### src/rtl/game_pkg.sv
// Shared codes for the N x N game controller: cell marks, winner codes,
// scan directions and the controller state enum.
package game_pkg;

  // Cell contents as stored in the packed board
  localparam logic [1:0] EMPTY = 2'b00;
  localparam logic [1:0] X     = 2'b01;
  localparam logic [1:0] O     = 2'b10;

  // Winner codes
  localparam logic [1:0] NONE  = 2'b00;
  localparam logic [1:0] X_WIN = 2'b01;
  localparam logic [1:0] O_WIN = 2'b10;
  localparam logic [1:0] DRAW  = 2'b11;

  // Line directions scanned after a move, in scan order
  localparam logic [1:0] DIR_H = 2'd0;
  localparam logic [1:0] DIR_V = 2'd1;
  localparam logic [1:0] DIR_D = 2'd2;
  localparam logic [1:0] DIR_A = 2'd3;

  typedef enum logic [1:0] {IDLE, CHECK, DONE} state_t;

  // Mark of the opposing player
  function automatic logic [1:0] other_mark(input logic [1:0] m);
    return (m == X) ? O : X;
  endfunction

endpackage

### src/rtl/game_controller_n_line_scanner.sv
// Combinational run-length scanner: counts consecutive cells equal to mark
// through (row, col) along one direction, both ways, clipped at the board
// edges and saturated at WIN_LEN.
module line_scanner
  import game_pkg::*;
#(
  parameter int N       = 3,
  parameter int WIN_LEN = 3
) (
  input  logic [2*N*N-1:0]       board,
  input  logic [$clog2(N)-1:0]   row,
  input  logic [$clog2(N)-1:0]   col,
  input  logic [1:0]             mark,
  input  logic [1:0]             dir,
  output logic [$clog2(N):0]     run
);

  localparam int RUN_W = $clog2(N) + 1;
  localparam int IW    = $clog2(2 * N * N);

  // Walk forward then backward from the latched cell until a mismatch or edge
  always_comb begin : scan
    int dr;
    int dc;
    int r;
    int c;
    int sgn;
    logic go;
    run = RUN_W'(1);
    dr  = 0;
    dc  = 1;
    case (dir)
      DIR_H:   begin dr = 0; dc = 1;  end
      DIR_V:   begin dr = 1; dc = 0;  end
      DIR_D:   begin dr = 1; dc = 1;  end
      default: begin dr = 1; dc = -1; end
    endcase
    for (int s = 0; s < 2; s++) begin
      sgn = (s == 0) ? 1 : -1;
      go  = 1'b1;
      for (int k = 1; k < N; k++) begin
        r = int'(row) + sgn * k * dr;
        c = int'(col) + sgn * k * dc;
        if (go && r >= 0 && r < N && c >= 0 && c < N && run < RUN_W'(WIN_LEN)) begin
          if (board[IW'(2 * (r * N + c)) +: 2] == mark) begin
            run = run + RUN_W'(1);
          end else begin
            go = 1'b0;
          end
        end else begin
          go = 1'b0;
        end
      end
    end
  end

endmodule

### src/rtl/game_controller_n.sv
// N x N in-a-row game controller. Accepts one move at a time, then spends
// up to four cycles scanning the four lines through the new mark before
// either declaring a result or handing the turn to the other player.
module game_controller_n
  import game_pkg::*;
#(
  parameter int         N            = 3,
  parameter int         WIN_LEN      = 3,
  parameter logic [1:0] FIRST_PLAYER = 2'b01
) (
  input  logic                       clk,
  input  logic                       reset,
  input  logic                       new_game,
  input  logic                       move_valid,
  output logic                       move_ready,
  input  logic [$clog2(N)-1:0]       move_row,
  input  logic [$clog2(N)-1:0]       move_col,
  output logic                       move_err,
  output logic [2*N*N-1:0]           board,
  output logic [1:0]                 turn,
  output logic                       game_done,
  output logic [1:0]                 winner,
  output logic [$clog2(N*N+1)-1:0]   move_count
);

  localparam int CW    = $clog2(N);
  localparam int RUN_W = $clog2(N) + 1;
  localparam int CNT_W = $clog2(N * N + 1);
  localparam int IW    = $clog2(2 * N * N);

  state_t               state_q, state_n;
  logic [1:0]           dir_q, dir_n;
  logic [CW-1:0]        row_q, col_q, row_n, col_n;
  logic [2*N*N-1:0]     board_n;
  logic [1:0]           turn_n, winner_n;
  logic [CNT_W-1:0]     cnt_n;
  logic                 done_n, err_n, ready_n;
  logic                 in_range;
  logic [IW-1:0]        cell_base;
  logic [RUN_W-1:0]     run;

  // Full-width coordinate check; out-of-range offers never index the board
  assign in_range  = (int'(move_row) < N) && (int'(move_col) < N);
  assign cell_base = in_range ? IW'(2 * (int'(move_row) * N + int'(move_col))) : '0;

  line_scanner #(.N(N), .WIN_LEN(WIN_LEN)) u_scan (
    .board (board),
    .row   (row_q),
    .col   (col_q),
    .mark  (turn),
    .dir   (dir_q),
    .run   (run)
  );

  // Next-state and next-output logic; new_game overrides everything
  always_comb begin
    state_n  = state_q;
    dir_n    = dir_q;
    row_n    = row_q;
    col_n    = col_q;
    board_n  = board;
    turn_n   = turn;
    cnt_n    = move_count;
    done_n   = game_done;
    winner_n = winner;
    err_n    = 1'b0;
    ready_n  = move_ready;
    if (new_game) begin
      state_n  = IDLE;
      dir_n    = DIR_H;
      board_n  = '0;
      turn_n   = FIRST_PLAYER;
      cnt_n    = '0;
      done_n   = 1'b0;
      winner_n = NONE;
      ready_n  = 1'b1;
    end else begin
      case (state_q)
        IDLE: begin
          if (move_valid) begin
            if (in_range && board[cell_base +: 2] == EMPTY) begin
              board_n[cell_base +: 2] = turn;
              cnt_n   = move_count + CNT_W'(1);
              row_n   = move_row;
              col_n   = move_col;
              dir_n   = DIR_H;
              state_n = CHECK;
              ready_n = 1'b0;
            end else begin
              err_n = 1'b1;
            end
          end
        end
        CHECK: begin
          if (run >= RUN_W'(WIN_LEN)) begin
            winner_n = (turn == X) ? X_WIN : O_WIN;
            done_n   = 1'b1;
            state_n  = DONE;
          end else if (dir_q == DIR_A) begin
            if (move_count == CNT_W'(N * N)) begin
              winner_n = DRAW;
              done_n   = 1'b1;
              state_n  = DONE;
            end else begin
              turn_n  = other_mark(turn);
              state_n = IDLE;
              ready_n = 1'b1;
            end
          end else begin
            dir_n = dir_q + 2'd1;
          end
        end
        default: ;
      endcase
    end
  end

  // Control and visible game state, cleared asynchronously
  always_ff @(posedge clk or posedge reset) begin
    if (reset) begin
      state_q    <= IDLE;
      dir_q      <= DIR_H;
      board      <= '0;
      turn       <= FIRST_PLAYER;
      move_count <= '0;
      game_done  <= 1'b0;
      winner     <= NONE;
      move_err   <= 1'b0;
      move_ready <= 1'b1;
    end else begin
      state_q    <= state_n;
      dir_q      <= dir_n;
      board      <= board_n;
      turn       <= turn_n;
      move_count <= cnt_n;
      game_done  <= done_n;
      winner     <= winner_n;
      move_err   <= err_n;
      move_ready <= ready_n;
    end
  end

  // Latched coordinates of the move being scanned; only read during CHECK
  always_ff @(posedge clk) begin
    row_q <= row_n;
    col_q <= col_n;
  end

endmodule

### config.mk
export PLATFORM = sky130hd
export DESIGN_NAME = game_controller_n
export DESIGN_NICKNAME = d
export VERILOG_FILES = /design/src/rtl/game_pkg.sv /design/src/rtl/game_controller_n_line_scanner.sv /design/src/rtl/game_controller_n.sv
export SDC_FILE = /design/constraint.sdc
export NUM_CORES = 1
export LEC_CHECK = 0
export CAP_MARGIN = 20
export CORE_MARGIN = 2
export CORE_UTILIZATION = 45
export CTS_BUF_LIST = sky130_fd_sc_hd__clkbuf_4
export CTS_CLUSTER_DIAMETER = 40
export DETAILED_ROUTE_END_ITERATION = 10
export MAX_ROUTING_LAYER = met4
export PLACE_DENSITY_LB_ADDON = 0.05
export SLEW_MARGIN = 20
export SYNTH_ARGS = -nofsm -noshare
export SYNTH_HDL_FRONTEND = slang
export SYNTH_HIERARCHICAL = 1
export SYNTH_SLANG_ARGS = --single-unit
### constraint.sdc
create_clock -name clk -period 12.04 [get_ports clk]
set_input_delay 3.612 -clock clk [delete_from_list [all_inputs] [get_ports clk]]
set_output_delay 3.612 -clock clk [all_outputs]
set_load 0.03 [all_outputs]
==> results.tsv, run 1 <==
metric	value	unit
Max Cap Viol	0	
Die Area	10500	um^2
Leak	0.00225	uW
syn_area_per_cell	9.66	um^2
# DRC	0	
Final ANT Viol Nets	0	
top cell type's share of synthesized area	0.178	
Crit path largest cell delay	0.70	ns
Hold-fix buffers, CTS	0	
global route overflow	0	
Slew headroom	0.422	
synthesized cell area	4370	um^2
initial antenna violation count	0	
Post-synth EDFFs	4	
register area share after synthesis	0.217	
layout cell share with drive strength beyond 1	0.0868	
r2r startpoint	dir_q[0]	
CP Launch Type	flop	
Max Fanout on Critical Path	11	
M3 GR Usage	0.0264	
Worst-path clk slew	0.12	ns
Post-CTS Setup Inserts	0	
Worst Hold Class	reg -> reg	
Endpoint, Worst Hold	game_done	
TritonCTS clock tree	built	
DR pass1 iterations	5	
met2 usage	0.385	
achievable frequency	0.115	GHz
Min-Delay Path Depth	2	
Max IR drop VDD	0.0593	mV
final setup vio count	0	
setup_tns	0	ns
CP endpoint kind	flop	
Arrival @ worst endpoint	8.93	ns
clk sinks	37	
syn_nets	528	
slowest stage cell, crit path	fa_1	
dpl hpwl	8.29	mm
Netlist cell types	77	
Synth Register Bits	37	
Main synth FF type	dfrtp_1	
GR peak layer	met2	
Design Power	460	uW
initial core utilization	0.468	
CTS H-tree lvls	2	
pin count of the biggest net entering global routing	37	
TritonCTS Buffers	5	
Total GRT Usage	0.226	
Slew @ Worst Pin	0.867	ns
port bufs	36	
Warnings, synthesis	6	
chip height	103	um
RSZ-0062 raised after global routing	no	
CTS resizes	0	
largest cells by area after synthesis	dfrtp_1, ha_1, fa_1, mux4_2, inv_1	
Final Hold Vio Count	0	
worst reg2reg endpoint	dir_q[0]	
n_diodes	0	
hold wc startpoint	game_done	
Tcrit/Tclk final	0.721	
final worst slack	3.36	ns
WL final	10.8	mm
ys async rst share	0.892	
CTS Buffer Depth	2	
clock skew	0.0123	ns
Layout area overhead	12.1	%
flop-to-flop setup slack	3.36	ns
most common cell after layout, fill and taps aside	ha_1	
Synth Instances	452	
worst skew pair latency	0.35	ns
clk root buf	clkbuf_4	
outcome	complete, no violations	
vias in the first global route	3471	
worst path required time	12.29	ns
FF-to-FF path depth	35	
I/O pin cnt	37	
row count	35	
fin crit period	8.68	ns
core area	9330	um^2
Max Slew Vio Count	0	
via/cell ratio	5.66	
GPL Wtd Cong	0.866	
Place WS	3.46	ns
Fin Hold WS	0.511	ns
critical path class	reg -> reg	
1st-iter DRT viols	172	
dominant cell type by area after synthesis	dfrtp_1	
commonest cells after routing, fill and taps aside	ha_1, inv_1, nor2_1, clkdlybuf4s50_1, dfrtp_1	
first-pass GRT wire length	17.7	mm
M1 GR Usage	0.289	
Cell Pwr Density	94.0	nW/um^2
Final nets	559	
wire per inst	17.7	um
via count	3472	
Die W	103	um
==> worst max-delay path, delay by kind of cell (launching register included) <==
kind	cells	cell delay [ns]
adders and majority gates	7	2.47
and+or+nand+nor	10	2.14
AOI/OAI and AO/OA	10	2.10
muxes	3	0.91
DFF	1	0.57
buffers and inverters	5	0.40
==> per-stage QoR <==
step           utilization  cell area (um^2)  instances
6_report             0.525              4900        613
5_1_grt              0.525              4900        613
4_1_cts              0.525              4900        613
3_5_place_dp         0.516              4810        605
3_3_place_gp         0.516              4810        605
2_1_floorplan            -              4370        452
==> cell usage after synthesis (all sizes together), types with 3 or more instances <==
| library cell | number |
|---|---|
| a21oi | 17 |
| ha | 54 |
| dfrtp | 31 |
| nand3 | 6 |
| o21ai | 13 |
| nor2 | 43 |
| a211oi | 4 |
| mux4 | 16 |
| nand4 | 4 |
| nor3b | 3 |
| nor3 | 15 |
| nand4b | 3 |
| o31ai | 3 |
| nand3b | 7 |
| nand2b | 20 |
| xnor2 | 9 |
| nand2 | 20 |
| mux2 | 5 |
| mux2i | 17 |
| inv | 49 |
| edfxtp | 4 |
| xor2 | 6 |
| a2111oi | 4 |
| o211a | 3 |
| or3 | 5 |
| buf | 7 |
| and2 | 4 |
| fa | 14 |
| or2 | 3 |
| a31oi | 7 |
| nor2b | 6 |
| clkbuf | 7 |
| a21o | 5 |
==> logic make-up after synthesis <==
logic type / after synthesis / share of synthesized area
buf+inv: 63 / 0.0633
simple gates: 152 / 0.194
mux: 38 / 0.141
xor+xnor: 16 / 0.0352
flops: 37 / 0.217
compound gates: 78 / 0.131
fa+ha+maj: 68 / 0.219
==> sequential cells by signal, indices dropped and copies added, names as in the netlist <==
name / flops
dir_q: 2
move_ready: 1
turn: 2
row_q: 2
winner: 2
col_q: 2
state_q: 2
board: 18
move_count: 4
move_err: 1
game_done: 1
==> power breakdown <==
part           leakage [uW]  switching, uW  internal (uW)  total (uW)
registers          0.000488           7.06            131         138
logic               0.00172            128            102         231
clock network     0.0000414           47.7           44.0        91.7
total               0.00225            183            277         460
==> layer usage <==
metal | part of all wire | vias up
met1 | 0.46 | 1712
met5 | 0 | -
met4 | 0.010 | 0
li1 | - | 1682
met2 | 0.50 | 69
met3 | 0.030 | 9
==> cell type report <==
cell class / instances / area [um^2]
Clock buffer: 5 / 37.5
Tap cell: 129 / 161
Clock inverter: 3 / 46.3
Fill cell: 901 / 4430
Multi-Input combinational cell: 352 / 3140
Timing Repair Buffer: 38 / 375
Inverter: 49 / 184
Sequential cell: 37 / 948
==> worst max path at each step <==
stage	slack, ns	from	to
finish	3.36	dir_q[0]	dir_q[0]
global placement	3.86	dir_q[0]	dir_q[0]
detailed placement	3.46	dir_q[0]	dir_q[0]
floorplan	4.19	dir_q[0]	dir_q[0]
CTS	3.44	dir_q[0]	dir_q[0]
global route	2.67	dir_q[0]	dir_q[0]
Note: power is estimated with default switching activity, not from simulation.
==> inputs of run 2 (changes only) <==
Clock period 12.04 ns to 8.6 ns, I/O delays scaled along.
==> results.tsv, run 2 (synthesized netlist as in run 1, its figures left out) <==
metric	value	unit	change
outcome	complete, no violations		
Fin Hold WS	0.518	ns	+0.00696 ns
Final Non-Filler Cells	615		+0.33%
P_sw	262	uW	+43%
1st-iter DRT viols	117		-32%
end of the critical path	dir_q[0]		
worst path required time	8.85	ns	-3.44 ns
Internal	421	uW	+52%
via count	3529		+1.6%
Filler cells	892		-1.0%
Max Slew Vio Count	0		unchanged
Die W	103	um	unchanged
Max IR drop VDD	0.0927	mV	+56%
Design Power	683	uW	+48%
Final Hold Vio Count	0		unchanged
Final ANT Viol Nets	0		unchanged
via/cell ratio	5.74		+1.3%
Die Area	10500	um^2	unchanged
Worst path most repeated cell	ha_1		
Switching Share	0.384		-0.0143
Top delay family on crit path	adder cells		
FF-to-FF path depth	32		-8.6%
TritonCTS clock tree	built		
r2r startpoint	dir_q[1]		
Worst-path clk slew	0.12	ns	about the same
initial antenna violation count	0		unchanged
Crit path largest cell delay	0.61	ns	-0.09 ns
GR peak layer	met2		
achievable frequency	0.123	GHz	+6.7%
Tcrit/Tclk final	0.946		+0.225
Inst Count DP	607		+0.33%
WP depth	32		-8.6%
Leak	0.00228	uW	+1.2%
crit path from	dir_q[1]		
Final nets	561		+0.36%
first-pass GRT wire length	17.5	mm	-0.74%
n_diodes	0		unchanged
TritonCTS Buffers	5		unchanged
Regs by FF count	board x18, move_count x4		
# DRC	0		unchanged
Comb pwr share	0.487		-0.015
Cell Pwr Density	138	nW/um^2	+47%
Layout area overhead	13.4	%	
most common cell after layout, fill and taps aside	ha_1		
port bufs	36		unchanged
sequential share of power	0.280		-0.019
CTS Buffer Depth	2		unchanged
wire per inst	17.6	um	-0.60%
critical path class	reg -> reg		
layout cell share with drive strength beyond 1	0.105		+0.0182
worst skew pair latency	0.36	ns	about the same
commonest cells after routing, fill and taps aside	ha_1, inv_1, nor2_1, clkdlybuf4s50_1, dfrtp_1		
CTS H-tree lvls	2		unchanged
Max Fanout on Critical Path	8		-3
worst reg2reg endpoint	dir_q[0]		
I/O pin cnt	37		unchanged
global route overflow	0		unchanged
Max Cap Viol	0		unchanged
fin crit period	8.13	ns	-0.545 ns
M1 GR Usage	0.294		+0.00523
clock skew	0.0164	ns	+0.00411 ns
final setup vio count	0		unchanged
flop-to-flop setup slack	0.47	ns	-2.90 ns
chip height	103	um	unchanged
vias in the first global route	3472		+0.029%
CP endpoint kind	flop		
core area	9330	um^2	unchanged
final core utilization	0.531		+0.00617
CP Launch Type	flop		
row count	35		unchanged
max reg flops	18		unchanged
WL final	10.8	mm	-0.28%
slowest stage cell, crit path	fa_2		
initial core utilization	0.468		unchanged
Arrival @ worst endpoint	8.39	ns	-0.54 ns
Buf/Inv on CP	3		-2
dpl hpwl	8.11	mm	-2.2%
met2 usage	0.370		-0.0151
Total GRT Usage	0.222		-0.00329
Slew @ Worst Pin	0.827	ns	-0.0404 ns
Worst Hold Class	reg -> reg		
clk root buf	clkbuf_4		
Slew headroom	0.449		+0.0269
pin count of the biggest net entering global routing	37		unchanged
M3 GR Usage	0.0190		-0.00746
Clk pwr share	0.233		+0.034
clk sinks	37		unchanged
Biggest register	board		
GPL Wtd Cong	0.859		-0.87%
DR pass1 iterations	4		-1
[run 2: worst min path at each step]
stage                     slack (ns)        from  cells past startpoint    endpoint
after global placement          0.48   game_done                      2   game_done
final                           0.52   game_done                      2   game_done
after detailed placement        0.50   game_done                      2   game_done
after floorplan                 0.53  state_q[1]                      2  state_q[1]
after global routing            0.57   game_done                      2   game_done
after CTS                       0.53   game_done                      2   game_done
[run 2: power by group through the flow]
| stage | Sequential, uW | Combinational [uW] | Clock [uW] |
|---|---|---|---|
| after CTS | 191 | 332 | 162 |
| after detailed placement | 194 | 328 | 0 |
| final | 191 | 333 | 159 |
| after global routing | 192 | 365 | 167 |
| after global placement | 194 | 322 | 0 |
| after floorplan | 198 | 258 | 0 |
[run 2: timing repair]
action | CTS | global route
gates resized for setup | 0 | 7
endpoints found under the setup margin | 0 | 9
buffers inserted | 0 | 0
hold buffers | 0 | 0
[run 2: tightest hold or removal path, cell delays in order (launching register included)]
cell and delay (ns):
dfrtp_1 0.36, nor2_1 0.05, nor2_1 0.08
[run 2: stage by stage]
step	area, um^2	TNS [ns]	worst slack, ns
2_1_floorplan	4370	0	0.753
3_3_place_gp	4830	0	0.507
3_5_place_dp	4830	0	0.236
4_1_cts	4930	0	0.182
5_1_grt	4950	-0.00975	-0.00975
6_report	4950	0	0.466
[run 2: cell type report]
class | count | area [um^2] | area share
Inverter | 49 | 184 | 0.0371
Sequential cell | 37 | 951 | 0.192
Multi-Input combinational cell | 352 | 3160 | 0.638
Tap cell | 129 | 161 | 0.0326
Clock buffer | 5 | 37.5 | 0.00758
Timing Repair Buffer | 40 | 390 | 0.0788
Clock inverter | 3 | 68.8 | 0.0139
[run 2: per-layer routing]
metal,vias up,part of all wire
met5,-,0
met4,0,0.018
met3,18,0.028
met2,78,0.49
met1,1744,0.47
li1,1689,-
==> inputs of run 3 (changes only) <==
Settings changed: CAP_MARGIN 20 to unset.
==> results of run 3 <==
Same layout as run 2: the final DEF is identical, and so are final timing and power.
